<file path="config.mk">
export PLATFORM = sky130hd
export DESIGN_NAME = defuse_array_scanner
export DESIGN_NICKNAME = d
export VERILOG_FILES = /design/src/rtl/defuse_array_scanner.sv
export SDC_FILE = /design/constraint.sdc
export NUM_CORES = 1
export LEC_CHECK = 0
export CAP_MARGIN = 20
export CORE_AREA = 2 2 335 337
export DETAILED_ROUTE_END_ITERATION = 16
export DIE_AREA = 0 0 337 339
export GPL_TIMING_DRIVEN = 0
export HOLD_SLACK_MARGIN = 0.02
export PLACE_DENSITY = 0.33
export SETUP_SLACK_MARGIN = 0.1
export SLEW_MARGIN = 10
export SYNTH_ARGS = -nofsm -noshare
export SYNTH_HDL_FRONTEND = slang
export SYNTH_SLANG_ARGS = --single-unit
</file>
<file path="constraint.sdc">
create_clock -name clk -period 5.58 [get_ports clk]
set_input_delay 1.116 -clock clk [delete_from_list [all_inputs] [get_ports clk]]
set_output_delay 1.116 -clock clk [all_outputs]
set_load 0.01 [all_outputs]
</file>
<file path="src/rtl/defuse_array_scanner.sv">
// -----------------------------------------------------------------------------
// defuse_array_scanner
//
// Read-only sweeper for the minesweeper board. It walks the level-selected
// defuse map and the matching mine map one field per clock, accumulates the
// number of defused fields, the number of mines and whether any mine was
// defused, and publishes the totals once per completed sweep.
//
// Ports
//   clk               system clock
//   rst               synchronous, active-high reset
//   level             0 = no game, 1 = easy, 2 = medium, 3 = hard
//   defuse_arr_*      defused map per level, indexed [y][x], 1 = defused
//   mine_arr_*        mine map per level, indexed [y][x], 1 = mine
//   scan_x / scan_y   field being sampled this cycle
//   defused_count     defused fields found in the last completed sweep
//   sweep_done        one-cycle pulse marking a fresh set of results
//   win               last sweep: all non-mine fields defused, no mine defused
//   lose              last sweep: some field had both defuse and mine set
//
// Timing
//   A sweep is N*N SCAN cycles followed by one LATCH cycle, so sweep_done
//   pulses every N*N+1 cycles. The final field is folded into the results on
//   the edge that enters LATCH, so defused_count/win/lose already carry the new
//   values during the sweep_done cycle and hold them until the next pulse.
// -----------------------------------------------------------------------------
module defuse_array_scanner #(
   parameter int EASY_SIZE   = 8,
   parameter int MEDIUM_SIZE = 10,
   parameter int HARD_SIZE   = 16
) (
   input  logic                                      clk,
   input  logic                                      rst,
   input  logic [1:0]                                level,
   input  logic [EASY_SIZE-1:0][EASY_SIZE-1:0]       defuse_arr_easy,
   input  logic [MEDIUM_SIZE-1:0][MEDIUM_SIZE-1:0]   defuse_arr_medium,
   input  logic [HARD_SIZE-1:0][HARD_SIZE-1:0]       defuse_arr_hard,
   input  logic [EASY_SIZE-1:0][EASY_SIZE-1:0]       mine_arr_easy,
   input  logic [MEDIUM_SIZE-1:0][MEDIUM_SIZE-1:0]   mine_arr_medium,
   input  logic [HARD_SIZE-1:0][HARD_SIZE-1:0]       mine_arr_hard,
   output logic [4:0]                                scan_x,
   output logic [4:0]                                scan_y,
   output logic [8:0]                                defused_count,
   output logic                                      sweep_done,
   output logic                                      win,
   output logic                                      lose
);

   // Index widths needed to address each board edge.
   localparam int EW = $clog2(EASY_SIZE);
   localparam int MW = $clog2(MEDIUM_SIZE);
   localparam int HW = $clog2(HARD_SIZE);

   // Last coordinate and field total per level.
   localparam logic [4:0] EASY_LAST     = 5'(EASY_SIZE - 1);
   localparam logic [4:0] MEDIUM_LAST   = 5'(MEDIUM_SIZE - 1);
   localparam logic [4:0] HARD_LAST     = 5'(HARD_SIZE - 1);
   localparam logic [8:0] EASY_FIELDS   = 9'(EASY_SIZE * EASY_SIZE);
   localparam logic [8:0] MEDIUM_FIELDS = 9'(MEDIUM_SIZE * MEDIUM_SIZE);
   localparam logic [8:0] HARD_FIELDS   = 9'(HARD_SIZE * HARD_SIZE);

   typedef enum logic [1:0] {
      IDLE  = 2'd0,
      SCAN  = 2'd1,
      LATCH = 2'd2
   } state_t;

   state_t     state;
   logic [1:0] sweep_level;   // level the running sweep was started with
   logic [8:0] acc_def;
   logic [8:0] acc_mine;
   logic       acc_hit;

   // Combinational view of the field under the scan pointer.
   logic       cur_def;
   logic       cur_mine;
   logic [4:0] last_idx;
   logic [8:0] field_total;
   logic [8:0] def_sum;
   logic [8:0] mine_sum;
   logic       hit_sum;
   logic [9:0] cover_sum;
   logic       last_field;
   logic       level_changed;

   // NOTE: every signal written here gets a default first, so no path leaves
   // it unassigned and no latch is inferred.
   always_comb begin
      cur_def     = 1'b0;
      cur_mine    = 1'b0;
      last_idx    = EASY_LAST;
      field_total = EASY_FIELDS;
      case (sweep_level)
         2'd1: begin
            cur_def     = defuse_arr_easy[scan_y[EW-1:0]][scan_x[EW-1:0]];
            cur_mine    = mine_arr_easy[scan_y[EW-1:0]][scan_x[EW-1:0]];
            last_idx    = EASY_LAST;
            field_total = EASY_FIELDS;
         end
         2'd2: begin
            cur_def     = defuse_arr_medium[scan_y[MW-1:0]][scan_x[MW-1:0]];
            cur_mine    = mine_arr_medium[scan_y[MW-1:0]][scan_x[MW-1:0]];
            last_idx    = MEDIUM_LAST;
            field_total = MEDIUM_FIELDS;
         end
         2'd3: begin
            cur_def     = defuse_arr_hard[scan_y[HW-1:0]][scan_x[HW-1:0]];
            cur_mine    = mine_arr_hard[scan_y[HW-1:0]][scan_x[HW-1:0]];
            last_idx    = HARD_LAST;
            field_total = HARD_FIELDS;
         end
         default: ;
      endcase

      // Running totals including the field sampled this cycle.
      def_sum       = acc_def + {8'd0, cur_def};
      mine_sum      = acc_mine + {8'd0, cur_mine};
      hit_sum       = acc_hit | (cur_def & cur_mine);
      // One bit wider: with a defused mine the two counts can overlap.
      cover_sum     = {1'b0, def_sum} + {1'b0, mine_sum};
      last_field    = (scan_x == last_idx) && (scan_y == last_idx);
      level_changed = (level != sweep_level);
   end

   // NOTE: state is updated with non-blocking assignments only, so every
   // register sees the pre-edge values of the others regardless of order.
   always_ff @(posedge clk) begin
      if (rst) begin
         // NOTE: reset is synchronous, so it only takes effect on a clock edge.
         state         <= IDLE;
         sweep_level   <= 2'd0;
         scan_x        <= 5'd0;
         scan_y        <= 5'd0;
         acc_def       <= 9'd0;
         acc_mine      <= 9'd0;
         acc_hit       <= 1'b0;
         defused_count <= 9'd0;
         sweep_done    <= 1'b0;
         win           <= 1'b0;
         lose          <= 1'b0;
      end else begin
         sweep_done <= 1'b0;
         case (state)
            IDLE: begin
               scan_x      <= 5'd0;
               scan_y      <= 5'd0;
               acc_def     <= 9'd0;
               acc_mine    <= 9'd0;
               acc_hit     <= 1'b0;
               sweep_level <= level;
               if (level != 2'd0) begin
                  state <= SCAN;
               end
            end

            SCAN: begin
               if (level_changed) begin
                  // Partial sweep is thrown away; published results hold.
                  scan_x      <= 5'd0;
                  scan_y      <= 5'd0;
                  acc_def     <= 9'd0;
                  acc_mine    <= 9'd0;
                  acc_hit     <= 1'b0;
                  sweep_level <= level;
                  state       <= (level == 2'd0) ? IDLE : SCAN;
               end else if (last_field) begin
                  // Last field: publish totals together with the pulse.
                  defused_count <= def_sum;
                  lose          <= hit_sum;
                  win           <= !hit_sum && (cover_sum == {1'b0, field_total});
                  sweep_done    <= 1'b1;
                  scan_x        <= 5'd0;
                  scan_y        <= 5'd0;
                  acc_def       <= 9'd0;
                  acc_mine      <= 9'd0;
                  acc_hit       <= 1'b0;
                  state         <= LATCH;
               end else begin
                  acc_def  <= def_sum;
                  acc_mine <= mine_sum;
                  acc_hit  <= hit_sum;
                  if (scan_x == last_idx) begin
                     scan_x <= 5'd0;
                     scan_y <= scan_y + 5'd1;
                  end else begin
                     scan_x <= scan_x + 5'd1;
                  end
               end
            end

            LATCH: begin
               scan_x      <= 5'd0;
               scan_y      <= 5'd0;
               acc_def     <= 9'd0;
               acc_mine    <= 9'd0;
               acc_hit     <= 1'b0;
               sweep_level <= level;
               state       <= (level == 2'd0) ? IDLE : SCAN;
            end

            default: begin
               state <= IDLE;
            end
         endcase
      end
   end

endmodule

</file>
==> results of run 1 <==
flip-flops by register name (all words and copies together) (netlist names):
| signal | flops |
|---|---|
| acc_hit | 1 |
| sweep_level | 2 |
| lose | 1 |
| scan_y | 5 |
| acc_def | 9 |
| state | 2 |
| win | 1 |
| acc_mine | 9 |
| sweep_done | 1 |
| scan_x | 5 |
| defused_count | 9 |
Yosys cell counts (all sizes together) (15+ instances only):
library cell and number:
buf 65, mux2 15, mux2i 108, dfxtp 45, xnor2 19, mux4 174, clkbuf 33, nand3 36
nand2 56, a21oi 47, nor3 22, nor2 78, a22oi 48, o21ai 22
worst paths after layout:
path                              endpoint  slack [ns]  cells past startpoint
max                       win$_SDFFE_PP0P_        0.16                     21
min          defused_count[5]$_SDFFE_PP0P_        0.51                      2
max reg2reg               win$_SDFFE_PP0P_        0.18                     24
min reg2reg  defused_count[5]$_SDFFE_PP0P_        0.51                      2
worst min-delay path: cells and delay by family, from the launching register on:
kind	cells	cell delay (ns)
muxes	1	0.07
and+or+nand+nor	1	0.07
DFF	1	0.34
metal layers:
layer  global-route usage, %  vias to the layer above
li1                        -                     5836
met1                    25.5                     6843
met2                    33.8                      779
met3                    4.38                       94
met4                    5.31                       14
met5                       0                        -
logic make-up after synthesis:
kind of cell / share of synthesized area [%]
AO/OA/AOI/OAI: 14.3
XOR/XNOR: 2.62
adder cells (fa/ha/maj): 1.98
buffers and inverters: 6.79
flip-flops: 9.13
multiplexers: 52.4
AND/OR/NAND/NOR: 12.8
power groups by stage:
stage,clock network [mW],logic (mW),registers [mW]
after floorplan,0,0.293,0.332
after global placement,0,1.11,0.333
after detailed placement,0,1.11,0.333
after CTS,0.325,1.17,0.325
after global routing,0.335,1.22,0.325
final,0.312,1.16,0.325
timing repair:
item,in CTS,in global routing
endpoints found under the setup margin,26,1
cloned,0,0
endpoints found under the hold margin,0,0
gates resized for setup,369,82
setup buffers,33,19
pin swaps,44,56
layout make-up:
| class | instances | area share, % |
|---|---|---|
| diodes | 22 | 0.242 |
| plain buffers | 96 | 5.35 |
| clock buffers | 5 | 0.551 |
| clock inverters | 3 | 0.110 |
| inverters | 12 | 0.237 |
| multi-input cells | 802 | 41.1 |
| flip-flops and latches | 45 | 4.01 |
| well taps | 1488 | 8.19 |
| repair buffers | 925 | 40.2 |
per-stage QoR:
stage / instances / instance area, sq um
finish: 3398 / 22700
global route: 3388 / 22700
CTS: 3357 / 22200
detailed placement: 3318 / 20500
global placement: 3309 / 20400
floorplan: 957 / 9870
==> metrics, run 1 <==
Root Buffer=clkbuf_16; Max-Cap Viols=0; GP Congestion=roughly 0.92; Top Metal Used=met5; Max FO, Critical Path=5; P_int=around 1.2 mW; Overall Power=about 1.8 mW; Switching Fraction=a little under a third; Place WS=-2.10 ns; Worst setup EP type=flip-flop; sequential share of the synthesized area=under 10%; critical path cell sequence=clkdlybuf4s50_1 > mux4_2 > a2111oi_4 > a221oi_2 > a211oi_4 > a311oi_4 > or2_4 > ha_4 > ha_4 > nand2_4 > nor2_4 > nand3_2 > xnor2_2 > ha_4 > nor2_1 > a31oi_1 > o221ai_2 > o32ai_2 > o2bb2ai_1 > and3_1 > a21o_1; Most used DFF post-synth=dfxtp_1; Rows=around 120; Reg area=a little over 900 sq um; largest net degree at the start of global routing=17; gr ovfl total=0; die width=337 microns; DRT met1 WL=between 50 and 60 mm; Clock Power Share=17.3%; Synth cell types=70; Skew-Pair Late Insertion Delay=a little under 0.3 ns; max incr delay on CP=~0.55 ns; Sink Count=45; Max-slew headroom=just over 40%; drt drc=0; peak supply drop=83.4 uV; Fin. Hold Viols=0; CTS buffer count=5; status=completed; Flop pwr share=approximately 18%; routed len/inst=between 30 and 40 microns; Hold Crit Class=flip-flop to flip-flop; DP HPWL=just over 100 mm; hold path startpoint=defused_count[5]$_SDFFE_PP0P_; vias per cell=approximately 4.0; top achievable clock speed=~180 MHz; most common cell after layout, fill and taps aside=clkdlybuf4s50_1; Syn Nets=approximately 1800; number of synthesized flops with an enable pin=0; Worst Path Required=between 5 and 6 ns; CTS tree=done; port buffer count=between 800 and 900; vias in the first global route=15000; Critical Path Start Type=input port; Post-Synthesis Mean Instance Area=between 10 and 15 sq um; Min Hold Slack=0.507 ns; P_leak=approximately 7.4 nW; Setup Skew=0.0100 ns; min Tclk post-route=around 5.4 ns; #FFs+latches synth=45; die area=114000 sq um; Max Buffers Root-to-Sink=2; fin crit share=a little over nine tenths; Finished Core Util=20.6%; Starting Density=8.94%; synthesized area=around 10000 sq um; Reg2Reg Launch Point=scan_y[0]$_SDFFE_PP0P_; Final setup viols=0; metal3 WL=8.66 mm; footprint of the multi-input gates=around 9300 sq um; Slowest cell on crit path=mux4_2; first-pass iteration count of the detailed router=5; Core Region=110000 sq um; combinational power share=between 60% and 70%; setup TNS=0 ns; CP delay by family, top=compound AO/OA/AOI/OAI gates; chip height=roughly 340 microns; GRT Util Overall=between 20% and 30%; largest area contributor in the netlist=mux4_2; worst path bufs/invs=1; WP data arrival=5.61 ns; Worst-Margin Slew=around 0.9 ns; via count=roughly 14000; I/O pins=about 870; met2 wire len=around 57 mm; final antenna-violating net count=0; largest cells by area after synthesis=mux4_2, mux2i_1, dfxtp_1, a22oi_1, nor2_1; first-pass GRT wire length=about 150 mm; commonest cells after routing, fill and taps aside=clkdlybuf4s50_1, mux4_2, mux2i_1; fraction of registers with async set or reset after synthesis=0%; fraction of layout instances using a drive strength above 1=between 20% and 30%; H-Tree Level Count=2; area grow syn2layout=130%; Yosys top cell area share=about two fifths; RSZ-0062 raised after global routing=false; initial drt markers=788; Slew Limit Fails=0; crit path from=mine_arr_hard[237]; P_sw=~560 uW; routed wire length=~120 mm; Reg clk slew, reported paths=roughly 0.07 ns; Gate Count Post-Synth=around 960; initial antenna violation count=43; Pwr per Cell Area=between 70 and 80 nW/um^2; filler cell count=roughly 12000; hold_buf cts=0; Synth warnings=0; CP Class=input port to flip-flop; final setup margin=0.163 ns; most used cell, CP=ha_4; fin nets=around 2700
Power figures use the tool's default switching activity.
==> run 2: changes to the inputs <==
Settings changed: TNS_END_PERCENT set to 10.
==> results of run 2 <==
Final layout, timing and power as in run 1 (identical DEF).
